`config.mk`:
```
export PLATFORM = sky130hd
export DESIGN_NAME = serial_subtractor_flat
export DESIGN_NICKNAME = d
export VERILOG_FILES = /design/src/rtl/serial_subtractor_if.sv /design/src/rtl/serial_subtractor.sv /design/src/flat_wrapper.sv
export SDC_FILE = /design/constraint.sdc
export NUM_CORES = 1
export LEC_CHECK = 0
export ABC_AREA = 0
export CORE_MARGIN = 3
export CORE_UTILIZATION = 40
export DETAILED_ROUTE_END_ITERATION = 8
export SETUP_SLACK_MARGIN = 0.15
export SLEW_MARGIN = 40
export SYNTH_ARGS = -nofsm -noshare
export SYNTH_HDL_FRONTEND = slang
export SYNTH_SLANG_ARGS = --single-unit
```
`constraint.sdc`:
```
create_clock -name clk -period 2 [get_ports clk]
set_clock_uncertainty 0.2 [all_clocks]
set_input_delay 0.2 -clock clk [delete_from_list [all_inputs] [get_ports clk]]
set_output_delay 0.2 -clock clk [all_outputs]
set_load 0.02 [all_outputs]
```
`src/rtl/serial_subtractor_if.sv`:
```
// rtl/serial_subtractor_if.sv - operand/result handshake bundle for the bit-serial subtractor
interface serial_subtractor_if #(
  parameter int WIDTH = 8
);
  logic             start;
  logic [WIDTH-1:0] A;
  logic [WIDTH-1:0] B;
  logic             ready;
  logic             done;
  logic [WIDTH-1:0] D;
  logic             Bout;
  logic             V;

  modport master (
    output start, A, B,
    input  ready, done, D, Bout, V
  );

  modport slave (
    input  start, A, B,
    output ready, done, D, Bout, V
  );
endinterface

```
`src/rtl/serial_subtractor.sv`:
```
// rtl/serial_subtractor.sv - bit-serial A-B, LSB first, one full-subtractor cell and a registered borrow
module serial_subtractor #(
  parameter int WIDTH = 8
) (
  input  logic               clk,
  input  logic               rst,
  serial_subtractor_if.slave bus
);
  localparam int CW = (WIDTH > 2) ? $clog2(WIDTH) : 1;
  localparam logic [CW-1:0] LAST = CW'(WIDTH - 1);

  typedef enum logic [1:0] {IDLE, SHIFT, DONE} state_t;

  state_t           state_q, state_d;
  logic [CW-1:0]    count;
  logic [WIDTH-1:0] a_sr, b_sr, part;
  logic             br, a_msb, b_msb;
  logic [WIDTH-1:0] d_q;
  logic             bout_q, v_q;
  logic             accept, last;
  logic             d_bit, br_next;

  assign d_bit   = a_sr[0] ^ b_sr[0] ^ br;
  assign br_next = (~a_sr[0] & b_sr[0]) | (~(a_sr[0] ^ b_sr[0]) & br);

  always_ff @(posedge clk) begin
    if (rst) state_q <= IDLE;
    else     state_q <= state_d;
  end

  always_comb begin
    state_d = state_q;
    accept  = 1'b0;
    last    = 1'b0;
    case (state_q)
      IDLE: begin
        if (bus.start) begin
          accept  = 1'b1;
          state_d = SHIFT;
        end
      end
      SHIFT: begin
        if (count == LAST) begin
          last    = 1'b1;
          state_d = DONE;
        end
      end
      DONE: begin
        // back-to-back: a start in the done cycle skips IDLE entirely
        if (bus.start) begin
          accept  = 1'b1;
          state_d = SHIFT;
        end else begin
          state_d = IDLE;
        end
      end
      default: state_d = IDLE;
    endcase
  end

  always_ff @(posedge clk) begin
    if (rst) begin
      count  <= '0;
      a_sr   <= '0;
      b_sr   <= '0;
      part   <= '0;
      br     <= 1'b0;
      a_msb  <= 1'b0;
      b_msb  <= 1'b0;
      d_q    <= '0;
      bout_q <= 1'b0;
      v_q    <= 1'b0;
    end else if (accept) begin
      a_sr  <= bus.A;
      b_sr  <= bus.B;
      part  <= '0;
      br    <= 1'b0;
      a_msb <= bus.A[WIDTH-1];
      b_msb <= bus.B[WIDTH-1];
      count <= '0;
    end else if (state_q == SHIFT) begin
      a_sr <= a_sr >> 1;
      b_sr <= b_sr >> 1;
      br   <= br_next;
      part <= {d_bit, part[WIDTH-1:1]};
      if (last) begin
        d_q    <= {d_bit, part[WIDTH-1:1]};
        bout_q <= br_next;
        v_q    <= (a_msb != b_msb) & (d_bit != a_msb);
      end else begin
        count <= count + 1'b1;
      end
    end
  end

  assign bus.ready = (state_q != SHIFT);
  assign bus.done  = (state_q == DONE);
  assign bus.D     = d_q;
  assign bus.Bout  = bout_q;
  assign bus.V     = v_q;
endmodule

```
`src/flat_wrapper.sv`:
```
// flat-port wrapper written by rule: the top's interface ports become plain ports
module serial_subtractor_flat 
#(
  parameter int WIDTH = 8
)
  (clk, rst, bus_start, bus_A, bus_B, bus_ready, bus_done, bus_D, bus_Bout, bus_V);
  serial_subtractor_if #(.WIDTH(WIDTH)) bus_i ();
  input  logic clk;
  input  logic rst;
  input wire logic [$bits(bus_i.start)-1:0] bus_start;
  input wire logic [$bits(bus_i.A)-1:0] bus_A;
  input wire logic [$bits(bus_i.B)-1:0] bus_B;
  output wire logic [$bits(bus_i.ready)-1:0] bus_ready;
  output wire logic [$bits(bus_i.done)-1:0] bus_done;
  output wire logic [$bits(bus_i.D)-1:0] bus_D;
  output wire logic [$bits(bus_i.Bout)-1:0] bus_Bout;
  output wire logic [$bits(bus_i.V)-1:0] bus_V;
  assign bus_i.start = bus_start;
  assign bus_i.A = bus_A;
  assign bus_i.B = bus_B;
  assign bus_ready = bus_i.ready;
  assign bus_done = bus_i.done;
  assign bus_D = bus_i.D;
  assign bus_Bout = bus_i.Bout;
  assign bus_V = bus_i.V;
  serial_subtractor #(.WIDTH(WIDTH)) u_core (.clk(clk), .rst(rst), .bus(bus_i));
endmodule
```
==> qor.yml, run 1 <==
min_path:
  hp-class: "register to register"
power:
  p_sw_uw: 388
  power.total_mw: 1.61
  power_density_nw_per_um2: 792
  seqPwrFrac_pct: 54.5
  power_frac_comb_pct: 12.5
  p_clk_share_pct: 33.0
  power_leakage_nw: 0.714
  power.internal_mw: 1.22
  switching_share_pct: 24.1
  ir_drop_v: 0.000434
die:
  die_x_um: 69.4
  coreArea_um2: 3770
  fp.dieH_um: 69.4
  die_area_um2: 4810
  fp-row-count: 22
  initial_core_util_pct: 42.6
  ios: 31
synthesis:
  yosysTopAreaCellShare_pct: 51.1
  synth-async-reset-ratio_pct: 0
  yosysTopAreaCell: "dfxtp_1"
  synth_most_common_cell: "nand2_1"
  avgSynthCellArea_um2: 8.37
  synth.area.top_cells: "dfxtp_1, nand2_1, a21oi_1"
  synth-compound-area-share_pct: 15.7
  synthTopCellsByCount: "nand2_1, dfxtp_1, a21oi_1"
  synthAdderAreaFrac_pct: 2.80
  syn_nets: 214
  synth_xor_area_share_pct: 0.545
  ys_seq_area_share_pct: 51.1
  synthSimpleGateAreaFrac_pct: 24.0
  yosys_warnings: 0
  synth_cell_types: 25
  synth_edf_count: 0
  synth_top_family_by_area: "simple AND/OR/NAND/NOR gates"
  ys.flop_type: "dfxtp_1"
  synth_mux_area_share_pct: 0
  synth_area_um2: 1610
  syn_inst: 192
  ys_seq_elements: 41
global_routing:
  grt_pass1_vias: 1319
  grt_max_degree: 31
  antenna_found_initial: 0
  grtUsageTotal_pct: 15.4
  grt_first_pass_wirelength_um: 6040
  grt_overflow: 0
timing:
  whs_ps: 257
  relSlewSlack_pct: 69.7
  finalHoldViolations: 0
  period_needed_ps: 1840
  final-setup-viol-count: 0
  clock.fmax_mhz: 542
  fin_crit_sh_pct: 92.2
  slew_viol_final: 0
  rsz0062_at_grt: "true"
  fin_tns_setup_ps: 0
  tightest_slew_ps: 454
  fin_ws_ps: 156
setup_path:
  endpoint: "bus_ready"
  reg2reg_from: "u_core.count[0]"
  reg2reg_depth: 5
  r2r_slack_ps: 350
  rr_endpoint: "u_core.bus.Bout"
  cp_max_fo: 5
  crit_start: "u_core.state_q[1]"
  arrival_ps: 1440
  endpoint_kind: "output pin"
  criticalPathCategory: "register to output pin"
  cp.required_ps: 1600
  critPathLaunchType: "register"
clock_network:
  clock_tree.buffer_depth: 2
  clock-sinks: 41
  cts_max_level: 2
  cts_root_buf: "clkbuf_8"
  clk_latency_ps: 280
  cts.clk_slew.worst_paths_ps: 70
  cts_hold_buf: 0
  cts_tree: "yes"
  numCtsBuffers: 5
placement:
  dp_hpwl_um: 2390
  place_ws_ps: 235
  portBuffers: 30
  dpl.cell_count: 261
  placed_area_um2: 1920
  place_congestion: 0.755
layout:
  final_core_util_pct: 53.9
  layout-drive-gt1-share_pct: 8.11
  diodes: 0
  final_cell_count_no_fill: 270
  design_area_um2: 2030
  nNetsFinal: 244
  area_growth_syn_to_layout_pct: 26.6
route:
  routed_via_density: 5.11
  drc: 0
  initialDrtViolationCount: 95
  routedWlPerCell_um: 13.0
  routed_wl_um: 3520
  dr.pass1.iters: 4
  vias: 1380
  ant_nets: 0
run:
  max-cap-violations: 0
status:
  status: "finished, final reports clean"
cell usage in the layout, fill, tap and decap left out:
master,instances
nand2_1,48
dfxtp_1,40
clkdlybuf4s50_1,29
a21oi_1,23
nor2_1,14
nor3_1,14
o22ai_1,7
buf_4,7
a311oi_1,6
clkbuf_8,6
a211oi_1,3
nand3_1,3
nor2b_1,2
inv_1,2
nand2b_1,2
o21ai_0,2
nand3b_1,2
ha_1,2
nor2b_4,1
inv_4,1
nor3b_2,1
and3b_2,1
a22oi_1,1
xnor2_1,1
fa_1,1
clkbuf_1,1
dlygate4sd2_1,1
dfxtp_2,1
critical path, stage by stage (launching register included):
cell	delay [ps]
dfxtp_1	440
nor2b_4	80
inv_4	50
clkdlybuf4s50_1	590
power by group through the flow:
| stage | Combinational, mW | Sequential (mW) | Clock (mW) |
|---|---|---|---|
| 2_1_floorplan | 0.136 | 0.889 | 0 |
| 3_3_place_gp | 0.194 | 0.893 | 0 |
| 3_5_place_dp | 0.198 | 0.896 | 0 |
| 4_1_cts | 0.200 | 0.877 | 0.547 |
| 5_1_grt | 0.221 | 0.882 | 0.582 |
| 6_report | 0.200 | 0.878 | 0.532 |
layout make-up:
| class | count | area, µm² |
|---|---|---|
| Fill cell | 347 | 1740 |
| Sequential cell | 41 | 822 |
| Multi-Input combinational cell | 134 | 699 |
| Timing Repair Buffer | 37 | 352 |
| Clock buffer | 7 | 86.3 |
| Tap cell | 48 | 60.1 |
| Inverter | 3 | 13.8 |
kinds of logic (layout without fill, tap and decap cells):
kind of cell / count (synthesis) / after routing
AO/OA/AOI/OAI: 42 / 42
XOR/XNOR: 1 / 1
adder cells (fa/ha/maj): 3 / 3
buffers and inverters: 17 / 47
flip-flops: 41 / 41
AND/OR/NAND/NOR: 88 / 88
registers in the layout (all words and copies together), names as in the netlist:
name and count:
u_core.a_msb 1, u_core.a_sr 8, u_core.b_msb 1, u_core.b_sr 8
u_core.br 1, u_core.bus.Bout 1, u_core.bus.D 8, u_core.bus.V 1
u_core.count 3, u_core.part 7, u_core.state_q 2
metal layers:
layer	GRT usage (%)	vias to the layer above	wire length (µm)
li1	-	712	-
met1	19.8	632	1670
met2	23.9	32	1650
met3	4.06	4	169
met4	7.38	0	32
met5	0	-	0
timing repair:
item | in CTS | in global routing
buffers inserted | 0 | 2
setup endpoints to repair | 2 | 4
resized for setup | 3 | 2
pin swaps | 0 | 1
worst min-delay path by stage:
stage,from,endpoint,slack (ps),cells after the start
2_1_floorplan,bus_A[7],u_core.a_msb,160,2
3_3_place_gp,u_core.part[1],u_core.bus.D[0],240,2
3_5_place_dp,u_core.bus.D[0],u_core.bus.D[0],250,2
4_1_cts,u_core.bus.D[0],u_core.bus.D[0],260,2
5_1_grt,u_core.bus.D[4],u_core.bus.D[4],290,2
6_report,u_core.bus.D[0],u_core.bus.D[0],260,2
No activity file was read; power rests on OpenSTA's default activity.
==> inputs of run 2 (changes only) <==
PLACE_DENSITY = 0.73   (was default)
==> run 2 against run 1 <==
Net effect:
- largest power group unchanged
- first-iteration DRC count down 6.3%
- combinational power is 2% higher
- global-route usage down 0.85 points
- critical endpoint unchanged
- maximum frequency increased by 8.7%
- core utilization grew 0.36 points
- via count grew 1.0%
==> qor.yml, run 2 (synthesis results as in run 1) <==
timing:
  finalHoldViolations: 0  # unchanged
  slew_viol_final: 0  # unchanged
  clock.fmax_mhz: 590  # was 542 MHz
  final-setup-viol-count: 0  # unchanged
  fin_tns_setup_ps: 0  # unchanged
  period_needed_ps: 1700  # was 1840 ps
  rsz0062_at_grt: "false"  # was true
  relSlewSlack_pct: 79.8  # was 69.7%
  tightest_slew_ps: 303  # was 454 ps
  fin_crit_sh_pct: 84.8  # was 92.2%
power:
  power.internal_mw: 1.23  # was 1.22 mW
  power_leakage_nw: 0.721  # was 0.714 nW
  power_density_nw_per_um2: 788  # was 792 nW/µm²
  p_clk_share_pct: 33.1  # was 33.0%
  power.total_mw: 1.61  # about the same
  power_frac_comb_pct: 12.6  # was 12.5%
  switching_share_pct: 24.0  # was 24.1%
  ir_drop_v: 0.000388  # was 0.000434 V
  seqPwrFrac_pct: 54.3  # was 54.5%
  p_sw_uw: 388  # about the same
clock_network:
  cts.clk_slew.worst_paths_ps: 70  # about the same
  cts_root_buf: "clkbuf_8"  # unchanged
  cts_tree: "yes"  # unchanged
  post_cts_buffers: 0  # unchanged
  cts_max_level: 2  # unchanged
  clk_latency_ps: 290  # was 280 ps
  clock-sinks: 41  # unchanged
  numCtsBuffers: 5  # unchanged
  clock_tree.buffer_depth: 2  # unchanged
  cts_resized: 3  # unchanged
  cts_hold_buf: 0  # unchanged
setup_path:
  cp_max_fo: 15  # was 5
  path_buf_inv: 2  # unchanged
  crit_chain: "nor2b_2 > inv_4 > dlygate4sd2_1"  # was nor2b_4 > inv_4 > clkdlybuf4s50_1
  crit_slowest_cell: "dfxtp_2"  # was clkdlybuf4s50_1
  cp.required_ps: 1600  # about the same
  criticalPathCategory: "register to output pin"  # unchanged
  reg2reg_depth: 5  # unchanged
  critPathLaunchType: "register"  # unchanged
  cp_slowest_stage_delay_ps: 360  # was 590 ps
  endpoint_kind: "output pin"  # unchanged
  arrival_ps: 1300  # was 1440 ps
  path_delay_family: "buffers and inverters"  # unchanged
  path_depth: 3  # unchanged
route:
  vias: 1394  # was 1380
  ant_nets: 0  # unchanged
  routed_wl_um: 3330  # was 3520 µm
  initialDrtViolationCount: 89  # was 95
  routed_via_density: 5.14  # was 5.11
  routedWlPerCell_um: 12.3  # was 13.0 µm
  drc: 0  # unchanged
  dr.pass1.iters: 4  # unchanged
placement:
  dp_hpwl_um: 2250  # was 2390 µm
  placed_area_um2: 1960  # was 1920 µm²
  place_congestion: 0.671  # was 0.755
  portBuffers: 30  # unchanged
die:
  initial_core_util_pct: 42.6  # unchanged
  die_area_um2: 4810  # unchanged
  fp.dieH_um: 69.4  # unchanged
  ios: 31  # unchanged
  coreArea_um2: 3770  # unchanged
  fp-row-count: 22  # unchanged
  die_x_um: 69.4  # unchanged
global_routing:
  grt_overflow: 0  # unchanged
  top_usage_layer: "met2"  # unchanged
  grtUsageTotal_pct: 14.6  # was 15.4%
  grt_first_pass_wirelength_um: 5640  # was 6040 µm
  grt_max_degree: 24  # was 31
  antenna_found_initial: 0  # unchanged
  met1_usage_pct: 18.2  # was 19.8%
  grt_pass1_vias: 1259  # was 1319
  met3_usage_pct: 5.07  # was 4.06%
  met2_usage_pct: 22.6  # was 23.9%
layout:
  layout_commonest_cell: "nand2_1"  # unchanged
  layout-drive-gt1-share_pct: 8.52  # was 8.11%
  multi_input_area_um2: 694  # was 699 µm²
  nNetsFinal: 245  # was 244
  regArea_um2: 822  # unchanged
  final.fill_count: 356  # was 347
  design_area_um2: 2050  # was 2030 µm²
  area_growth_syn_to_layout_pct: 27.4  # was 26.6%
  diodes: 0  # unchanged
  final_cell_mix: "nand2_1, dfxtp_1, clkdlybuf4s50_1, a21oi_1"  # unchanged
status:
  status: "finished, final reports clean"  # unchanged
run:
  max-cap-violations: 0  # unchanged
min_path:
  min_delay_path_depth: 2  # unchanged
  hp-class: "register to register"  # unchanged
## run 2: cell count changes in the layout (fill, tap and decap cells not counted), sizes merged
cell and change:
buf +1, clkdlybuf4s50 -1, dlygate4sd2 +1
## run 2: routing by layer
metal  routed length [µm]  share of wire [%]  vias to the layer above
met5                    0                  0                        -
met4                   58                1.7                        0
met3                  164                4.9                        5
met2                 1550                 47                       33
met1                 1560                 47                      643
li1                     -                  -                      713
## run 2: power groups by stage
stage,combinational (mW),clock [mW],sequential [mW]
finish,0.204,0.534,0.877
global route,0.228,0.580,0.881
CTS,0.206,0.548,0.876
detailed placement,0.205,0,0.894
global placement,0.203,0,0.893
floorplan,0.136,0,0.889
## run 2: per-stage QoR
step	hold WS, ps	cells	utilization, %	worst slack, ps
floorplan	159	192	-	459
global placement	242	264	51.9	274
detailed placement	248	264	51.9	242
CTS	258	271	54.2	201
global route	279	271	54.3	197
finish	253	271	54.3	304
## run 2: area by class of cell
type                            count  share of cell area, %
Clock buffer                        7                   4.22
Inverter                            3                  0.672
Multi-Input combinational cell    134                   33.9
Sequential cell                    41                   40.2
Tap cell                           48                   2.93
Timing Repair Buffer               38                   18.1
## run 2: final timing paths
check	from	endpoint	slack (ps)
setup / recovery	u_core.state_q[0]	bus_ready	300
hold / removal	u_core.bus.D[7]	u_core.bus.D[7]	250
setup reg to reg	u_core.count[0]	u_core.bus.V	320
hold reg to reg	u_core.bus.D[7]	u_core.bus.D[7]	250
## run 2: worst reg2reg max path, cell delays in order (launching register included)
cell and delay [ps]:
dfxtp_1 360, ha_1 170, ha_1 240, and3b_2 350, nor2_1 60, a211oi_1 220
==> inputs of run 3 (changes only) <==
clock period = 1.7 ns   (was 2 ns; I/O delays follow)
==> run 3 against run 2 <==
Net effect:
- via count grew 3.4%
- final cell count grew 3.0%
- first-iteration DRC count grew 19%
- non-clock buffer count grew 7
- worst setup slack lost 220 ps
- core utilization grew 3.0 points
- critical path depth grew 2
- wire length grew 9.2%
==> qor.yml, run 3 (synthesis results as in run 1) <==
global_routing:
  grtUsageTotal_pct: 14.8  # was 14.6%
  grt_pass1_vias: 1299  # was 1259
  antenna_found_initial: 0  # unchanged
  grt_first_pass_wirelength_um: 5830  # was 5640 µm
  grt_max_degree: 26  # was 24
  grt_overflow: 0  # unchanged
clock_network:
  cts_tree: "yes"  # unchanged
  cts_max_level: 2  # unchanged
  clock-sinks: 41  # unchanged
  clk_latency_ps: 290  # about the same
  clock_tree.buffer_depth: 2  # unchanged
  cts_hold_buf: 0  # unchanged
  numCtsBuffers: 5  # unchanged
  cts.clk_slew.worst_paths_ps: 70  # about the same
  cts_root_buf: "clkbuf_8"  # unchanged
power:
  power_density_nw_per_um2: 898  # was 788 nW/µm²
  ir_drop_v: 0.000472  # was 0.000388 V
  power_leakage_nw: 0.809  # was 0.721 nW
status:
  status: "finished, final reports clean"  # unchanged
placement:
  dpl.cell_count: 268  # was 264
  dp_hpwl_um: 2370  # was 2250 µm
  place_ws_ps: -26.3  # was 242 ps
  place_congestion: 0.780  # was 0.671
  portBuffers: 30  # unchanged
min_path:
  holdPathEnd: "u_core.bus.D[6]"  # was u_core.bus.D[7]
  min_delay_path_depth: 2  # unchanged
  hold_start: "u_core.bus.D[6]"  # was u_core.bus.D[7]
  hp-class: "register to register"  # unchanged
die:
  initial_core_util_pct: 42.6  # unchanged
  die_area_um2: 4810  # unchanged
  fp.dieH_um: 69.4  # unchanged
  ios: 31  # unchanged
  die_x_um: 69.4  # unchanged
  coreArea_um2: 3770  # unchanged
  fp-row-count: 22  # unchanged
layout:
  nNetsFinal: 253  # was 245
  layout_commonest_cell: "nand2_1"  # unchanged
  final_cell_mix: "nand2_1, dfxtp_1, a21oi_1, clkdlybuf4s50_1, nor3_1"  # was nand2_1, dfxtp_1, clkdlybuf4s50_1, a21oi_1
  final_cell_count_no_fill: 279  # was 271
  layout-drive-gt1-share_pct: 17.3  # was 8.52%
  area_growth_syn_to_layout_pct: 34.4  # was 27.4%
  diodes: 0  # unchanged
  final_core_util_pct: 57.3  # was 54.3%
  final.fill_count: 333  # was 356
route:
  drc: 0  # unchanged
  routed_via_density: 5.16  # was 5.14
  dr.pass1.iters: 4  # unchanged
  vias: 1441  # was 1394
  routed_wl_um: 3640  # was 3330 µm
  initialDrtViolationCount: 106  # was 89
  ant_nets: 0  # unchanged
  routedWlPerCell_um: 13.0  # was 12.3 µm
timing:
  clock.fmax_mhz: 621
  rsz0062_at_grt: "true"  # was false
  whs_ps: 252  # was 253 ps
  slew_viol_final: 0  # unchanged
  period_needed_ps: 1610
  relSlewSlack_pct: 81.8  # was 79.8%
  finalHoldViolations: 0  # unchanged
  fin_crit_sh_pct: 94.8
  tightest_slew_ps: 272  # was 303 ps
  final-setup-viol-count: 0  # unchanged
  fin_tns_setup_ps: 0  # unchanged
  fin_ws_ps: 88.9  # was 304 ps
setup_path:
  crit_chain: "inv_2 > fa_2 > nor2_2 > a21oi_2 > a211oi_2"  # was nor2b_2 > inv_4 > dlygate4sd2_1
  cp_max_fo: 3  # was 15
  criticalPathCategory: "register to register"  # was register to output pin
  cp_slowest_stage_delay_ps: 600  # was 360 ps
  path_delay_family: "adder cells"  # was buffers and inverters
  reg2reg_from: "u_core.br"  # was u_core.count[0]
  r2r_slack_ps: 90  # was 320 ps
  path_buf_inv: 1  # was 2
  rr_endpoint: "u_core.bus.V"  # unchanged
  critPathLaunchType: "register"  # unchanged
  arrival_ps: 1580  # was 1300 ps
  reg2reg_depth: 5  # unchanged
  cp.required_ps: 1670  # was 1600 ps
  crit_slowest_cell: "fa_2"  # was dfxtp_2
  endpoint_kind: "register"  # was output pin
run:
  max-cap-violations: 0  # unchanged
run 3: cell types whose count changed in the layout (fill, tap and decap cells not counted), sizes merged:
cell           previous run  this run
and3b                     1         2
buf                       8        15
clkbuf                    7         8
clkdlybuf4s15             0         1
clkdlybuf4s50            28        18
dlygate4sd2               2        10
run 3: worst min-delay path: cells and delay by family, from the launching register on:
kind             cells  cell delay, ps
flip-flops           1             310
AND/OR/NAND/NOR      1              50
AO/OA/AOI/OAI        1              50
run 3: through the flow:
stage,cell area [µm²],power (mW)
3_3_place_gp,1990,1.30
2_1_floorplan,1610,1.21
3_5_place_dp,1990,1.30
5_1_grt,2160,2.03
6_report,2160,1.94
4_1_cts,2070,1.93
run 3: layer usage:
metal  GRT usage [%]  part of all wire, %  up-vias
met1            18.7                   47      670
met3            3.62                  3.7        9
met4            6.07                  2.2        0
li1                -                    -      732
met5               0                    0        -
met2            23.9                   47       30
run 3: layout make-up:
class	instances	area [µm²]	area share (%)
clock buffers	7	86.3	4.00
repair buffers	45	420	19.5
multi-input cells	135	751	34.8
well taps	48	60.1	2.78
inverters	3	13.8	0.637
flip-flops and latches	41	828	38.4
run 3: where the power goes:
group,internal (mW),leakage [nW],switching [mW]
Clock,0.322,0.0443,0.311
Combinational,0.138,0.428,0.136
Sequential,1.01,0.337,0.0284
run 3: worst max-delay path by stage:
| stage | from | end | slack [ps] | cells past startpoint |
|---|---|---|---|---|
| 2_1_floorplan | u_core.count[0] | u_core.bus.Bout | 160 | 5 |
| 3_3_place_gp | u_core.count[0] | u_core.bus.V | 50 | 5 |
| 3_5_place_dp | u_core.count[0] | u_core.bus.Bout | -30 | 5 |
| 4_1_cts | u_core.state_q[0] | bus_ready | 70 | 3 |
| 5_1_grt | u_core.br | u_core.bus.V | -2 | 4 |
| 6_report | u_core.br | u_core.bus.V | 90 | 5 |
run 3: what timing repair did:
| item | in CTS | in global routing |
|---|---|---|
| pin swaps | 0 | 6 |
| setup endpoints to repair | 31 | 23 |
| gates resized for setup | 19 | 19 |
| hold endpoints to repair | 0 | 0 |
| setup buffers | 0 | 3 |
| cloned | 0 | 1 |
